$ cat config.mk
export PLATFORM = sky130hd
export DESIGN_NAME = song_reader_poly
export DESIGN_NICKNAME = d
export VERILOG_FILES = /design/src/rtl/song_pkg.sv /design/src/rtl/song_reader_poly_alloc.sv /design/src/rtl/song_reader_poly.sv
export SDC_FILE = /design/constraint.sdc
export NUM_CORES = 1
export LEC_CHECK = 0
export CORE_MARGIN = 4
export CORE_UTILIZATION = 45
export CTS_CLUSTER_DIAMETER = 200
export DETAILED_ROUTE_END_ITERATION = 16
export PLACE_DENSITY = 0.86
export SYNTH_ARGS = -nofsm -noshare
export SYNTH_HDL_FRONTEND = slang
export SYNTH_SLANG_ARGS = --single-unit
export TNS_END_PERCENT = 10
$ cat constraint.sdc
create_clock -name clk -period 5.4 [get_ports clk]
set_input_delay 0.54 -clock clk [delete_from_list [all_inputs] [get_ports clk]]
set_output_delay 0.54 -clock clk [all_outputs]
set_load 0.01 [all_outputs]
$ cat src/rtl/song_pkg.sv
// song_pkg: shared state encoding and ROM-word layout helpers
// for the polyphonic song reader.
package song_pkg;

    typedef enum logic [2:0] {
        S_PAUSED,
        S_FETCH,
        S_DECODE,
        S_DISPATCH,
        S_STALL,
        S_REST,
        S_ADVANCE
    } state_e;

    localparam logic TYPE_NOTE = 1'b0;
    localparam logic TYPE_REST = 1'b1;

    // ROM word, MSB first: type | note | duration | meta
    function automatic int dur_lsb(input int meta_w);
        return meta_w;
    endfunction

    function automatic int note_lsb(input int dur_w, input int meta_w);
        return dur_w + meta_w;
    endfunction

    function automatic int type_bit(input int note_w, input int dur_w,
                                    input int meta_w);
        return note_w + dur_w + meta_w;
    endfunction

endpackage

$ cat src/rtl/song_reader_poly_alloc.sv
// voice_allocator: per-voice free flags and a lowest-index grant
// computed from the free-next value so same-cycle releases count.
module voice_allocator #(
    parameter int NUM_VOICES = 3
) (
    input  logic                  clk_i,
    input  logic                  reset_i,
    input  logic [NUM_VOICES-1:0] note_done_i,
    input  logic [NUM_VOICES-1:0] commit_i,
    output logic                  any_free_o,
    output logic [NUM_VOICES-1:0] grant_o
);

    logic [NUM_VOICES-1:0] free_q;
    logic [NUM_VOICES-1:0] free_d;

    // commit clears after note_done sets, so a clear wins
    assign free_d     = (free_q | note_done_i) & ~commit_i;
    assign grant_o    = free_d & (~free_d + 1'b1);
    assign any_free_o = |free_d;

    always_ff @(posedge clk_i) begin
        if (reset_i) begin
            free_q <= '1;
        end else begin
            free_q <= free_d;
        end
    end

endmodule

$ cat src/rtl/song_reader_poly.sv
// song_reader_poly: walks a song in a synchronous ROM and hands note
// entries to the lowest free voice; rests are timed by beat strobes.
module song_reader_poly
    import song_pkg::*;
#(
    parameter int NUM_VOICES      = 3,
    parameter int SONG_SEL_WIDTH  = 2,
    parameter int NOTE_ADDR_WIDTH = 7,
    parameter int NOTE_WIDTH      = 6,
    parameter int DURATION_WIDTH  = 6,
    parameter int META_WIDTH      = 3,
    parameter int ROM_LATENCY     = 1
) (
    input  logic                                 clk,
    input  logic                                 reset,
    input  logic                                 play,
    input  logic [SONG_SEL_WIDTH-1:0]            song,
    input  logic                                 beat,
    input  logic [NUM_VOICES-1:0]                note_done,
    output logic [SONG_SEL_WIDTH+NOTE_ADDR_WIDTH-1:0] rom_addr,
    input  logic [NOTE_WIDTH+DURATION_WIDTH+META_WIDTH:0] rom_data,
    output logic [NUM_VOICES*NOTE_WIDTH-1:0]     note,
    output logic [NUM_VOICES*DURATION_WIDTH-1:0] duration,
    output logic [NUM_VOICES-1:0]                new_note,
    output logic                                 song_done,
    output logic                                 busy
);

    localparam int NW = NOTE_WIDTH;
    localparam int DW = DURATION_WIDTH;
    localparam int DUR_LSB = dur_lsb(META_WIDTH);
    localparam int NOTE_LSB = note_lsb(DW, META_WIDTH);
    localparam int TYPE_BIT = type_bit(NW, DW, META_WIDTH);
    localparam int LW = (ROM_LATENCY > 1) ? $clog2(ROM_LATENCY) : 1;
    localparam logic [LW-1:0] LAT_MAX = LW'(ROM_LATENCY - 1);

    state_e                        state_q;
    logic [NOTE_ADDR_WIDTH-1:0]    idx_q;
    logic [SONG_SEL_WIDTH-1:0]     song_q;
    logic [LW-1:0]                 lat_q;
    logic [DW-1:0]                 rest_q;
    logic [NUM_VOICES*NW-1:0]      note_q;
    logic [NUM_VOICES*DW-1:0]      dur_q;
    logic [NUM_VOICES-1:0]         new_note_q;
    logic                          song_done_q;

    logic                  w_type;
    logic [NW-1:0]         w_note;
    logic [DW-1:0]         w_dur;
    logic                  unused_meta;
    logic                  any_free;
    logic [NUM_VOICES-1:0] grant;
    logic                  song_chg;
    logic                  stop;
    logic                  load;

    assign w_type      = rom_data[TYPE_BIT];
    assign w_note      = rom_data[NOTE_LSB +: NW];
    assign w_dur       = rom_data[DUR_LSB +: DW];
    assign unused_meta = ^rom_data[META_WIDTH-1:0];

    assign song_chg = (state_q != S_PAUSED) && (song != song_q);
    // DISPATCH is exempt so an issued strobe always reaches ADVANCE
    assign stop = !play && (state_q != S_PAUSED)
               && (state_q != S_DISPATCH);
    assign load = !song_chg && !stop && any_free
               && ((state_q == S_DECODE && w_type == TYPE_NOTE)
                   || state_q == S_STALL);

    voice_allocator #(
        .NUM_VOICES(NUM_VOICES)
    ) u_alloc (
        .clk_i      (clk),
        .reset_i    (reset),
        .note_done_i(note_done),
        .commit_i   (new_note_q),
        .any_free_o (any_free),
        .grant_o    (grant)
    );

    always_ff @(posedge clk) begin
        if (reset) begin
            state_q     <= S_PAUSED;
            idx_q       <= '0;
            song_q      <= '0;
            lat_q       <= '0;
            rest_q      <= '0;
            song_done_q <= 1'b0;
        end else begin
            song_done_q <= 1'b0;
            if (song_chg) begin
                song_q  <= song;
                idx_q   <= '0;
                lat_q   <= '0;
                state_q <= play ? S_FETCH : S_PAUSED;
            end else if (stop) begin
                lat_q   <= '0;
                state_q <= S_PAUSED;
            end else begin
                unique case (state_q)
                    S_PAUSED: begin
                        if (song != song_q) song_q <= song;
                        if (play) begin
                            lat_q   <= '0;
                            state_q <= S_FETCH;
                        end
                    end
                    S_FETCH: begin
                        if (lat_q == LAT_MAX) begin
                            lat_q   <= '0;
                            state_q <= S_DECODE;
                        end else begin
                            lat_q <= lat_q + 1'b1;
                        end
                    end
                    S_DECODE: begin
                        unique case (w_type)
                            TYPE_NOTE: state_q <= any_free ? S_DISPATCH
                                                           : S_STALL;
                            TYPE_REST: begin
                                rest_q  <= w_dur;
                                state_q <= (w_dur == '0) ? S_ADVANCE
                                                         : S_REST;
                            end
                        endcase
                    end
                    S_DISPATCH: state_q <= S_ADVANCE;
                    S_STALL: if (any_free) state_q <= S_DISPATCH;
                    S_REST: begin
                        if (beat) begin
                            if (rest_q == DW'(1)) state_q <= S_ADVANCE;
                            else rest_q <= rest_q - 1'b1;
                        end
                    end
                    S_ADVANCE: begin
                        if (&idx_q) begin
                            idx_q       <= '0;
                            song_done_q <= 1'b1;
                            state_q     <= S_PAUSED;
                        end else begin
                            idx_q   <= idx_q + 1'b1;
                            state_q <= S_FETCH;
                        end
                    end
                    default: state_q <= S_PAUSED;
                endcase
            end
        end
    end

    always_ff @(posedge clk) begin
        if (reset) begin
            note_q     <= '0;
            dur_q      <= '0;
            new_note_q <= '0;
        end else begin
            new_note_q <= load ? grant : '0;
            for (int i = 0; i < NUM_VOICES; i++) begin
                if (load && grant[i]) begin
                    note_q[i*NW +: NW] <= w_note;
                    dur_q[i*DW +: DW]  <= w_dur;
                end
            end
        end
    end

    assign rom_addr  = {song_q, idx_q};
    assign note      = note_q;
    assign duration  = dur_q;
    assign new_note  = new_note_q;
    assign song_done = song_done_q;
    assign busy      = (state_q != S_PAUSED);

endmodule

==> key figures <==
Run status
  • Status: finished, final reports clean

Critical path
  • Crit-path cells: or3_1, clkdlybuf4s50_1
  • CP top delay family: flip-flops
  • Worst-path maximum fanout: 16
  • Reg2reg start: state_q[0]$_SDFFE_PP0P_
  • Crit-path max cell delay: 0.60 ns
  • Worst endpoint required time: 4.86 ns
  • RR Endpoint: rest_q[0]$_SDFFE_PP0P_
  • CP Class: reg -> out
  • Slowest CP cell: dfxtp_1
  • R2R cell count: 5
  • CP startpoint kind: flip-flop
  • CP Capture Type: output pin
  • Reg2Reg Setup Slack: 3.31 ns
  • Critical path arrival: 1.79 ns
  • WP buf/inv: 1

Finish
  • Nets: 381
  • N_diodes: 0
  • Fill count: 453
  • Most frequent cells in the layout: 70 x clkdlybuf4s50_1, 61 x dfxtp_1, 54 x nor2_1
  • Area added between synthesis and finish: 35.4%
  • Leading cell type in the layout, fill and taps excluded: clkdlybuf4s50_1
  • Share of layout cells above drive strength 1: 0.0784

Placed design
  • RePlAce Congestion: 0.871
  • Post-DP HPWL: 4220 um
  • IO buf count: 71

Power
  • Switching power: 0.000210 W
  • Power Internal: 0.000757 W
  • Clock power share: 0.452
  • Combinational power share: 0.071
  • Total power: 0.000967 W
  • LEAKAGE: 1.24 nW
  • Switching Share: 0.217
  • Power share of the sequential group: 0.477
  • Peak VDD IR: 0.260 mV
  • P per Cell Area: 267 mW/mm^2

Hold path
  • HP Start: rest_q[4]$_SDFFE_PP0P_
  • Hold endpoint: rest_q[4]$_SDFFE_PP0P_
  • Min-Delay Path Class: reg -> reg
  • Hold depth: 2

STA
  • Worst-Margin Slew: 0.956 ns
  • Endpoints failing setup: 0
  • Unrepaired setup endpoints after global routing: no
  • Final Critical Period: 2.33 ns
  • Period utilization: 0.431
  • Worst rel slew slack: 0.362
  • Final Max Tran Viols: 0
  • Clk_skew: 0.00889 ns
  • Hold Slack: 0.487 ns
  • FMAX: 0.430 GHz
  • Final Hold Vio Count: 0
  • Setup_tns: 0 ns

Synth
  • Post-Synth Adder-Cell Area: 0.0140
  • Seq cells post-synth: 61
  • Synth Flop Type: dfxtp_1
  • Cell count after synthesis: 284
  • FFs w/ async S/R, synth: 0
  • Mean Syn Cell Area: 9.41 sq um
  • Syn_nets: 312
  • Synth Area in Compound Gates: 0.108
  • Multiplexer area fraction after synthesis: 0.139
  • Post-synthesis cell area: 0.00267 sq mm
  • Post-Synth Simple-Gate Area: 0.221
  • EDFF count, synth: 0
  • Largest family of logic cells by synthesized area: simple AND/OR/NAND/NOR gates
  • YS warnings: 0
  • Post-synthesis xor/xnor area fraction: 0.0229
  • Post-synth cell types: 55
  • Register area share after synthesis: 0.457

Route
  • Drt pass-1 iters: 4
  • DR vias: 2261
  • First DRT Iteration DRCs: 69
  • Post-DRT Antenna Nets: 0
  • Routed Wire Length: 6130 um
  • DR WL/cell: 14.3 um
  • DR DRC count: 0
  • Vias/cell: 5.27

Die
  • Chip width: 85.1 um
  • Core Region: 0.00564 sq mm
  • Initial Util: 0.474
  • Core Rows: 27
  • Die area: 0.00724 sq mm
  • DIE HEIGHT: 85.1 um
  • I/O pins: 75

GRT
  • Largest net degree at the start of global routing: 56
  • GRT overflow: 0
  • Global-route wire length before repair: 10600 um
  • Initial antenna violation count: 0
  • Number of global-route vias before repair: 2253
  • Gr usage total: 0.183

Clocking
  • TritonCTS buffer count: 9
  • Cts repair resizes: 0
  • Clock insertion delay at the later pin of the skew report: 0.34 ns
  • Post-CTS setup buffer count: 0
  • CTS tree: done
  • Root Buffer: clkbuf_8
  • Sink Count: 61
  • Clock-pin slew on the worst setup and hold paths: 0.06 ns
  • CTS H-tree depth: 3
  • Largest buffer count on any clock path: 2
  • Hold buffers post-CTS: 0

Run
  • Max Cap Viol: 0
==> worst min-delay path: stages, from the launching register on <==
cell and delay, ns:
dfxtp_1 0.31, o21ai_0 0.07, a21oi_1 0.06
==> per-layer routing <==
| metal | part of all wire | wire (um) | vias to the layer above | global-route usage |
|---|---|---|---|---|
| li1 | - | - | 1127 | - |
| met1 | 0.42 | 2580 | 1047 | 0.205 |
| met2 | 0.44 | 2680 | 79 | 0.279 |
| met3 | 0.13 | 782 | 8 | 0.124 |
| met4 | 0.013 | 82 | 0 | 0.0576 |
| met5 | 0 | 0 | - | 0 |
==> per-stage QoR <==
stage | cells | setup WS [ns] | area, sq um | util
after floorplan | 284 | 3.44 | 2670 | -
after detailed placement | 414 | 2.79 | 3400 | 0.603
final | 429 | 3.07 | 3620 | 0.641
after global routing | 429 | 2.93 | 3620 | 0.641
after global placement | 414 | 2.84 | 3400 | 0.603
after CTS | 429 | 3.08 | 3620 | 0.641
==> power groups by stage <==
stage	Clock (W)	Sequential, W	Combinational [W]
6_report	0.000437	0.000461	0.0000688
5_1_grt	0.000469	0.000462	0.0000757
4_1_cts	0.000448	0.000461	0.0000692
3_5_place_dp	0	0.000471	0.0000686
3_3_place_gp	0	0.000470	0.0000677
2_1_floorplan	0	0.000467	0.0000420
==> cells by family (layout without fill, tap and decap cells) <==
group | count (synthesis) | in the layout
mux | 37 | 37
xor+xnor | 7 | 7
buf+inv | 21 | 94
flops | 61 | 61
compound gates | 40 | 40
simple gates | 115 | 115
fa+ha+maj | 3 | 3
==> area by class of cell <==
cell class / count / area, sq um / area share
clock buffers: 11 / 141 / 0.0391
well taps: 72 / 90.1 / 0.0249
clock inverters: 4 / 72.6 / 0.0201
repair buffers: 74 / 728 / 0.201
flip-flops and latches: 61 / 1220 / 0.337
inverters: 5 / 18.8 / 0.00519
multi-input cells: 202 / 1350 / 0.372
==> how the worst max path moves through the flow <==
stage | startpoint | end | slack (ns) | cells past startpoint
CTS | state_q[2]$_SDFFE_PP0P_ | busy | 3.08 | 2
floorplan | play | duration[17]$_SDFFE_PP0P_ | 3.44 | 7
global placement | play | duration[16]$_SDFFE_PP0P_ | 2.84 | 7
detailed placement | play | duration[14]$_SDFFE_PP0P_ | 2.79 | 7
finish | state_q[0]$_SDFFE_PP0P_ | busy | 3.07 | 2
global route | rom_data[15] | state_q[1]$_SDFFE_PP0P_ | 2.93 | 6
==> flip-flops by register name, summed over array words and instances, names as in the netlist <==
| register | count |
|---|---|
| idx_q | 7 |
| u_alloc.free_q | 3 |
| note | 18 |
| state_q | 3 |
| song_done | 1 |
| rest_q | 6 |
| new_note | 3 |
| song_q | 2 |
| duration | 18 |
==> cell usage after synthesis, drive strengths merged, types with 2 or more instances <==
cell     instances  area [sq um]
nor3             8          55.1
clkbuf           8          30.0
nand3            4          20.0
o2111ai          2          23.8
or3              4          25.0
xor2             2          17.5
nor2            54           203
o21bai           2          15.0
dfxtp           61          1220
nor4             4          25.0
o21ai            6          30.0
a21o             2          15.0
nor3b            3          27.5
or2              4          25.0
xnor2            5          43.8
and3             3          18.8
and3b            2          17.5
buf              8          56.3
nand2           11          41.3
a21oi           10          50.1
ha               3          37.5
inv              5          18.8
nand2b           5          31.3
mux2i           37           370
o21ba            3          30.0
nor2b            4          25.0
nand3b           2          15.0
Note: power is estimated with default switching activity, not from simulation.
==> patch 1 (same settings) <==
Change the parameter `SONG_SEL_WIDTH` from 2 to 3.
--- a/src/rtl/song_reader_poly.sv
+++ b/src/rtl/song_reader_poly.sv
@@ -4,7 +4,7 @@
     import song_pkg::*;
 #(
     parameter int NUM_VOICES      = 3,
-    parameter int SONG_SEL_WIDTH  = 2,
+    parameter int SONG_SEL_WIDTH  = 3,
     parameter int NOTE_ADDR_WIDTH = 7,
     parameter int NOTE_WIDTH      = 6,
     parameter int DURATION_WIDTH  = 6,
Ports: changed (resized rom_addr and song); port bits go from 75 to 77. The function was not compared with the original's and may differ.
==> patch 1 against the original RTL <==
  * Sequential share of layout area fell by 0.97 points
  * Power rose by 9.2%
  * Area after synthesis rose by 5.9%
  * Final cell count rose by 1.4%
  * Die area rose by 5.4%
  * Cell area rose by 4.6%
  * Setup slack got worse by 0.44 ns
  * Sequential cell count rose by 1
  * Wire length rose by 5.6%
  * First-iteration DRC count rose by 62%
  * Sequential power rose by 2%
  * Combinational power rose by 24%
  * Critical path type is now input pin to register
  * Largest cell class unchanged
  * Largest power group is now clock
  * Highest routed layer unchanged
==> patch 1: results (changes against the original RTL) <==
[run_status] run status complete, no violations [unchanged]
[final_layout] layout cells sized above 1 9.722% [was 7.843%]
[global_route] via count of the first global-routing pass 2319 [was 2253]
[placement] placement-stage worst setup slack 2.295 ns [was 2.787 ns]
[placement] instance area at placement 3541 sq um [was 3405 sq um]
[global_route] fraction of met3 tracks used by global routing 5.960% [was 12.43%]
[sta] skew final 0.005170 ns [was 0.008893 ns]
[route] via count 2310 [was 2261]
[route] Initial DRC Count 112 [was 69]
[pwr] share of power burned in the clock network 47.2% [was 45.2%]
[worst_setup_path] data arrival time of the worst path 2.94 ns [was 1.79 ns]
[global_route] pin count of the biggest net entering global routing 57 [was 56]
[placement] final weighted congestion in routability-driven placement 0.8339 [was 0.8711]
[yosys] top cell types by occurrence after synthesis sky130_fd_sc_hd__dfxtp_1, sky130_fd_sc_hd__nor2_1, sky130_fd_sc_hd__mux2i_1 [unchanged]
[pwr] maximum vdd drop 0.2047 mV [was 0.2596 mV]
[final_layout] fillcell total 502 [was 453]
[placement] number of I/O port buffers 73 [was 71]
[pwr] combinational cell fraction of total power 8.1% [was 7.1%]
[route] Post-Route M1 WL 2654 um [was 2578 um]
[global_route] met2 capacity usage during global routing 31.99% [was 27.90%]
[placement] instance count after placement with tap cells included 419 [was 414]
[yosys] Mapped Nets 313 [was 312]
[sta] worst-margin pin slew 1.003 ns [was 0.9563 ns]
[yosys] proportion of synthesized chip area in sequential cells 43.84% [was 45.69%]
[global_route] wire length of the first global-routing pass 10720 um [was 10590 um]
[route] DR WL/cell 14.87 um [was 14.28 um]
[final_layout] fin nets 384 [was 381]
[pwr] cell area power density 278.9 nW/um^2 [was 267.2 nW/um^2]
==> patch 1: changes by cell type after synthesis, moves of 4 or more <==
cell and change:
sky130_fd_sc_hd__xor2_1 +4, sky130_fd_sc_hd__a21oi_1 -6, sky130_fd_sc_hd__nand2_1 +4, sky130_fd_sc_hd__mux2i_1 +4
==> patch 1: cells by family after synthesis <==
kind of cell | Yosys count | share of synthesized area [%]
AO/OA/AOI/OAI | 30 | 8.837
AND/OR/NAND/NOR | 118 | 22.93
flip-flops | 62 | 43.84
buffers and inverters | 20 | 4.817
adder cells (fa/ha/maj) | 3 | 1.326
XOR/XNOR | 10 | 3.756
multiplexers | 41 | 14.49
==> patch 1: layout make-up <==
| class | instances | area (sq um) | area share [%] |
|---|---|---|---|
| Clock buffer | 9 | 123.9 | 3.272 |
| Clock inverter | 7 | 121.4 | 3.206 |
| Inverter | 7 | 26.28 | 0.6940 |
| Multi-Input combinational cell | 202 | 1454 | 38.40 |
| Sequential cell | 62 | 1241 | 32.78 |
| Tap cell | 75 | 93.84 | 2.479 |
| Timing Repair Buffer | 73 | 725.7 | 19.17 |
==> patch 1: worst max-delay path, cell delays in order <==
cell and delay (ns):
sky130_fd_sc_hd__clkdlybuf4s50_1 0.44, sky130_fd_sc_hd__xor2_1 0.20, sky130_fd_sc_hd__or3_1 0.62, sky130_fd_sc_hd__nor3_4 0.76, sky130_fd_sc_hd__mux2i_1 0.30, sky130_fd_sc_hd__nor2_1 0.07
==> patch 1: path summary, 6_finish.rpt <==
| path | from | to | slack, ns | cells past startpoint |
|---|---|---|---|---|
| max reg2reg | state_q[2] | note[12] | 2.86 | 5 |
| max | song[2] | note[12] | 2.63 | 6 |
| min | rest_q[5] | rest_q[5] | 0.49 | 2 |
| min reg2reg | rest_q[5] | rest_q[5] | 0.49 | 2 |
==> patch 2 (config.mk and constraints unchanged) <==
Without the edit above. The 7 states of `state_e` get a one-hot encoding in 7 bits.
--- a/src/rtl/song_pkg.sv
+++ b/src/rtl/song_pkg.sv
@@ -2,14 +2,14 @@
 // for the polyphonic song reader.
 package song_pkg;
 
-    typedef enum logic [2:0] {
-        S_PAUSED,
-        S_FETCH,
-        S_DECODE,
-        S_DISPATCH,
-        S_STALL,
-        S_REST,
-        S_ADVANCE
+    typedef enum logic [6:0] {
+        S_PAUSED   = 7'b0000001,
+        S_FETCH    = 7'b0000010,
+        S_DECODE   = 7'b0000100,
+        S_DISPATCH = 7'b0001000,
+        S_STALL    = 7'b0010000,
+        S_REST     = 7'b0100000,
+        S_ADVANCE  = 7'b1000000
     } state_e;
 
     localparam logic TYPE_NOTE = 1'b0;
Function: same outputs for any inputs over 10 cycles, from zero or initial values and one cycle with reset high; not proved beyond that.
==> patch 2 against the original RTL <==
  * Die area rose by 11%
  * Setup slack got worse by 0.68 ns
  * Count of clock-buffer cells in the layout did not move
  * Wire length rose by 28%
  * Area after synthesis rose by 13%
  * Sequential cell count rose by 4
  * Synthesized cell count rose by 18%
  * Cell area rose by 9.3%
Power is not compared: it rests on default switching activity, and its combinational part moved more than twofold at a synthesized area within 25%.
==> patch 2: results (changes against the original RTL) <==
[run_status] run status complete, no violations [unchanged]
[placement] instance area at placement 3741 sq um [was 3405 sq um]
[sta] skew final 0.008205 ns [was 0.008893 ns]
[final_layout] layout cells sized above 1 6.188% [was 7.843%]
[yosys] proportion of synthesized chip area in sequential cells 43.23% [was 45.69%]
[route] vias per cell 5.757 [was 5.270]
[worst_setup_path] maximum fanout along the worst path 24 [was 16]
[yosys] number of distinct standard cells referenced by the synthesized netlist 53 [was 55]
[yosys] top cell types by occurrence after synthesis sky130_fd_sc_hd__dfxtp_1, sky130_fd_sc_hd__nand2_1, sky130_fd_sc_hd__mux2i_1, sky130_fd_sc_hd__nor2_1, sky130_fd_sc_hd__clkbuf_1 [was sky130_fd_sc_hd__dfxtp_1, sky130_fd_sc_hd__nor2_1, sky130_fd_sc_hd__mux2i_1]
[global_route] wire length of the first global-routing pass 13590 um [was 10590 um]
[yosys] top cells by area, synth sky130_fd_sc_hd__dfxtp_1, sky130_fd_sc_hd__mux2i_1, sky130_fd_sc_hd__nand2_1, sky130_fd_sc_hd__a31o_1, sky130_fd_sc_hd__nor2_1 [was sky130_fd_sc_hd__dfxtp_1, sky130_fd_sc_hd__mux2i_1, sky130_fd_sc_hd__nor2_1, sky130_fd_sc_hd__a21oi_1, sky130_fd_sc_hd__xnor2_1]
[pwr] leak pwr 0.001496 uW
[global_route] overall routing resource usage 20.61% [was 18.30%]
[route] via count 2769 [was 2261]
[clock_tree] clock input transition at the sequential cells of the worst setup and hold paths 0.08 ns [was 0.06 ns]
[yosys] Mapped Nets 364 [was 312]
[sta] Max-slew headroom 43.30% [was 36.25%]
[placement] instance count after placement with tap cells included 465 [was 414]
[route] Initial DRC Count 171 [was 69]
[placement] final weighted congestion in routability-driven placement 0.8628 [was 0.8711]
[worst_setup_path] data arrival time of the worst path 3.22 ns [was 1.79 ns]
[yosys] synthesized area per cell 8.959 sq um [was 9.410 sq um]
[global_route] antenna violations before repair 0 [unchanged]
[global_route] pin count of the biggest net entering global routing 36 [was 56]
[global_route] via count of the first global-routing pass 2876 [was 2253]
[route] aggregate routed wire length 7852 um [was 6126 um]
[placement] post-detail-place hpwl 5571 um [was 4216 um]
[clock_tree] number of CTS-inserted buffers 9 [unchanged]
[final_layout] fin nets 427 [was 381]
[final_layout] fillcell total 544 [was 453]
patch 2: cell types whose count changed in the layout (fill, tap and decap cells not counted), sizes merged, moves of 5 or more:
cell / before / now
nand2: 11 / 52
o311ai: 1 / 6
a31o: 0 / 12
mux2i: 37 / 25
nand3: 4 / 11
nor2: 54 / 26
nor4: 4 / 15
patch 2: cell families after synthesis:
family	synth area share, %
AND/OR/NAND/NOR	26.64
flip-flops	43.23
multiplexers	8.313
AO/OA/AOI/OAI	14.30
XOR/XNOR	2.618
buffers and inverters	3.658
adder cells (fa/ha/maj)	1.247
patch 2: cell type report:
type | instances | area, sq um | share of cell area (%)
Clock buffer | 11 | 151.4 | 3.828
Sequential cell | 65 | 1301 | 32.90
Clock inverter | 5 | 62.56 | 1.582
Timing Repair Buffer | 73 | 725.7 | 18.35
Multi-Input combinational cell | 245 | 1599 | 40.43
Inverter | 5 | 18.77 | 0.4745
Tap cell | 77 | 96.34 | 2.436
patch 2: critical path, stage by stage:
cell and delay, ns:
sky130_fd_sc_hd__clkdlybuf4s50_1 0.49, sky130_fd_sc_hd__xnor2_1 0.15, sky130_fd_sc_hd__nand2_1 0.16, sky130_fd_sc_hd__o311a_1 0.66, sky130_fd_sc_hd__or4_1 0.98, sky130_fd_sc_hd__mux2i_1 0.22
patch 2: metal layers:
metal | part of all wire (%) | GRT usage, %
met5 | 0 | 0
met1 | 40 | 23.25
met3 | 9.8 | 10.27
met4 | 1.8 | 7.280
met2 | 48 | 33.77
patch 2: stage by stage:
step	utilization (%)	setup slack, ns	total power, uW	hold slack (ns)
6_report	61.58	2.394	1164	0.4628
5_1_grt	61.58	2.256	1223	0.4898
4_1_cts	61.58	2.404	1170	0.4639
3_5_place_dp	58.25	2.023	729.9	0.4533
3_3_place_gp	58.25	2.057	727.7	0.4443
2_1_floorplan	-	3.144	667.3	0.4536
patch 2: path summary, 6_finish.rpt:
check                     from            to  slack (ns)  depth (start not counted)
setup / recovery       song[1]   duration[8]        2.39                          6
setup reg to reg    state_q[4]   duration[8]        2.58                          5
hold reg to reg   duration[14]  duration[14]        0.46                          2
hold / removal    duration[14]  duration[14]        0.46                          2
patch 2: power groups by stage:
| stage | sequential [uW] | combinational [uW] | clock (uW) |
|---|---|---|---|
| finish | 506 | 216 | 442 |
| global route | 509 | 239 | 475 |
| CTS | 506 | 214 | 450 |
| detailed placement | 517 | 213 | 0 |
| global placement | 517 | 211 | 0 |
| floorplan | 508 | 159 | 0 |
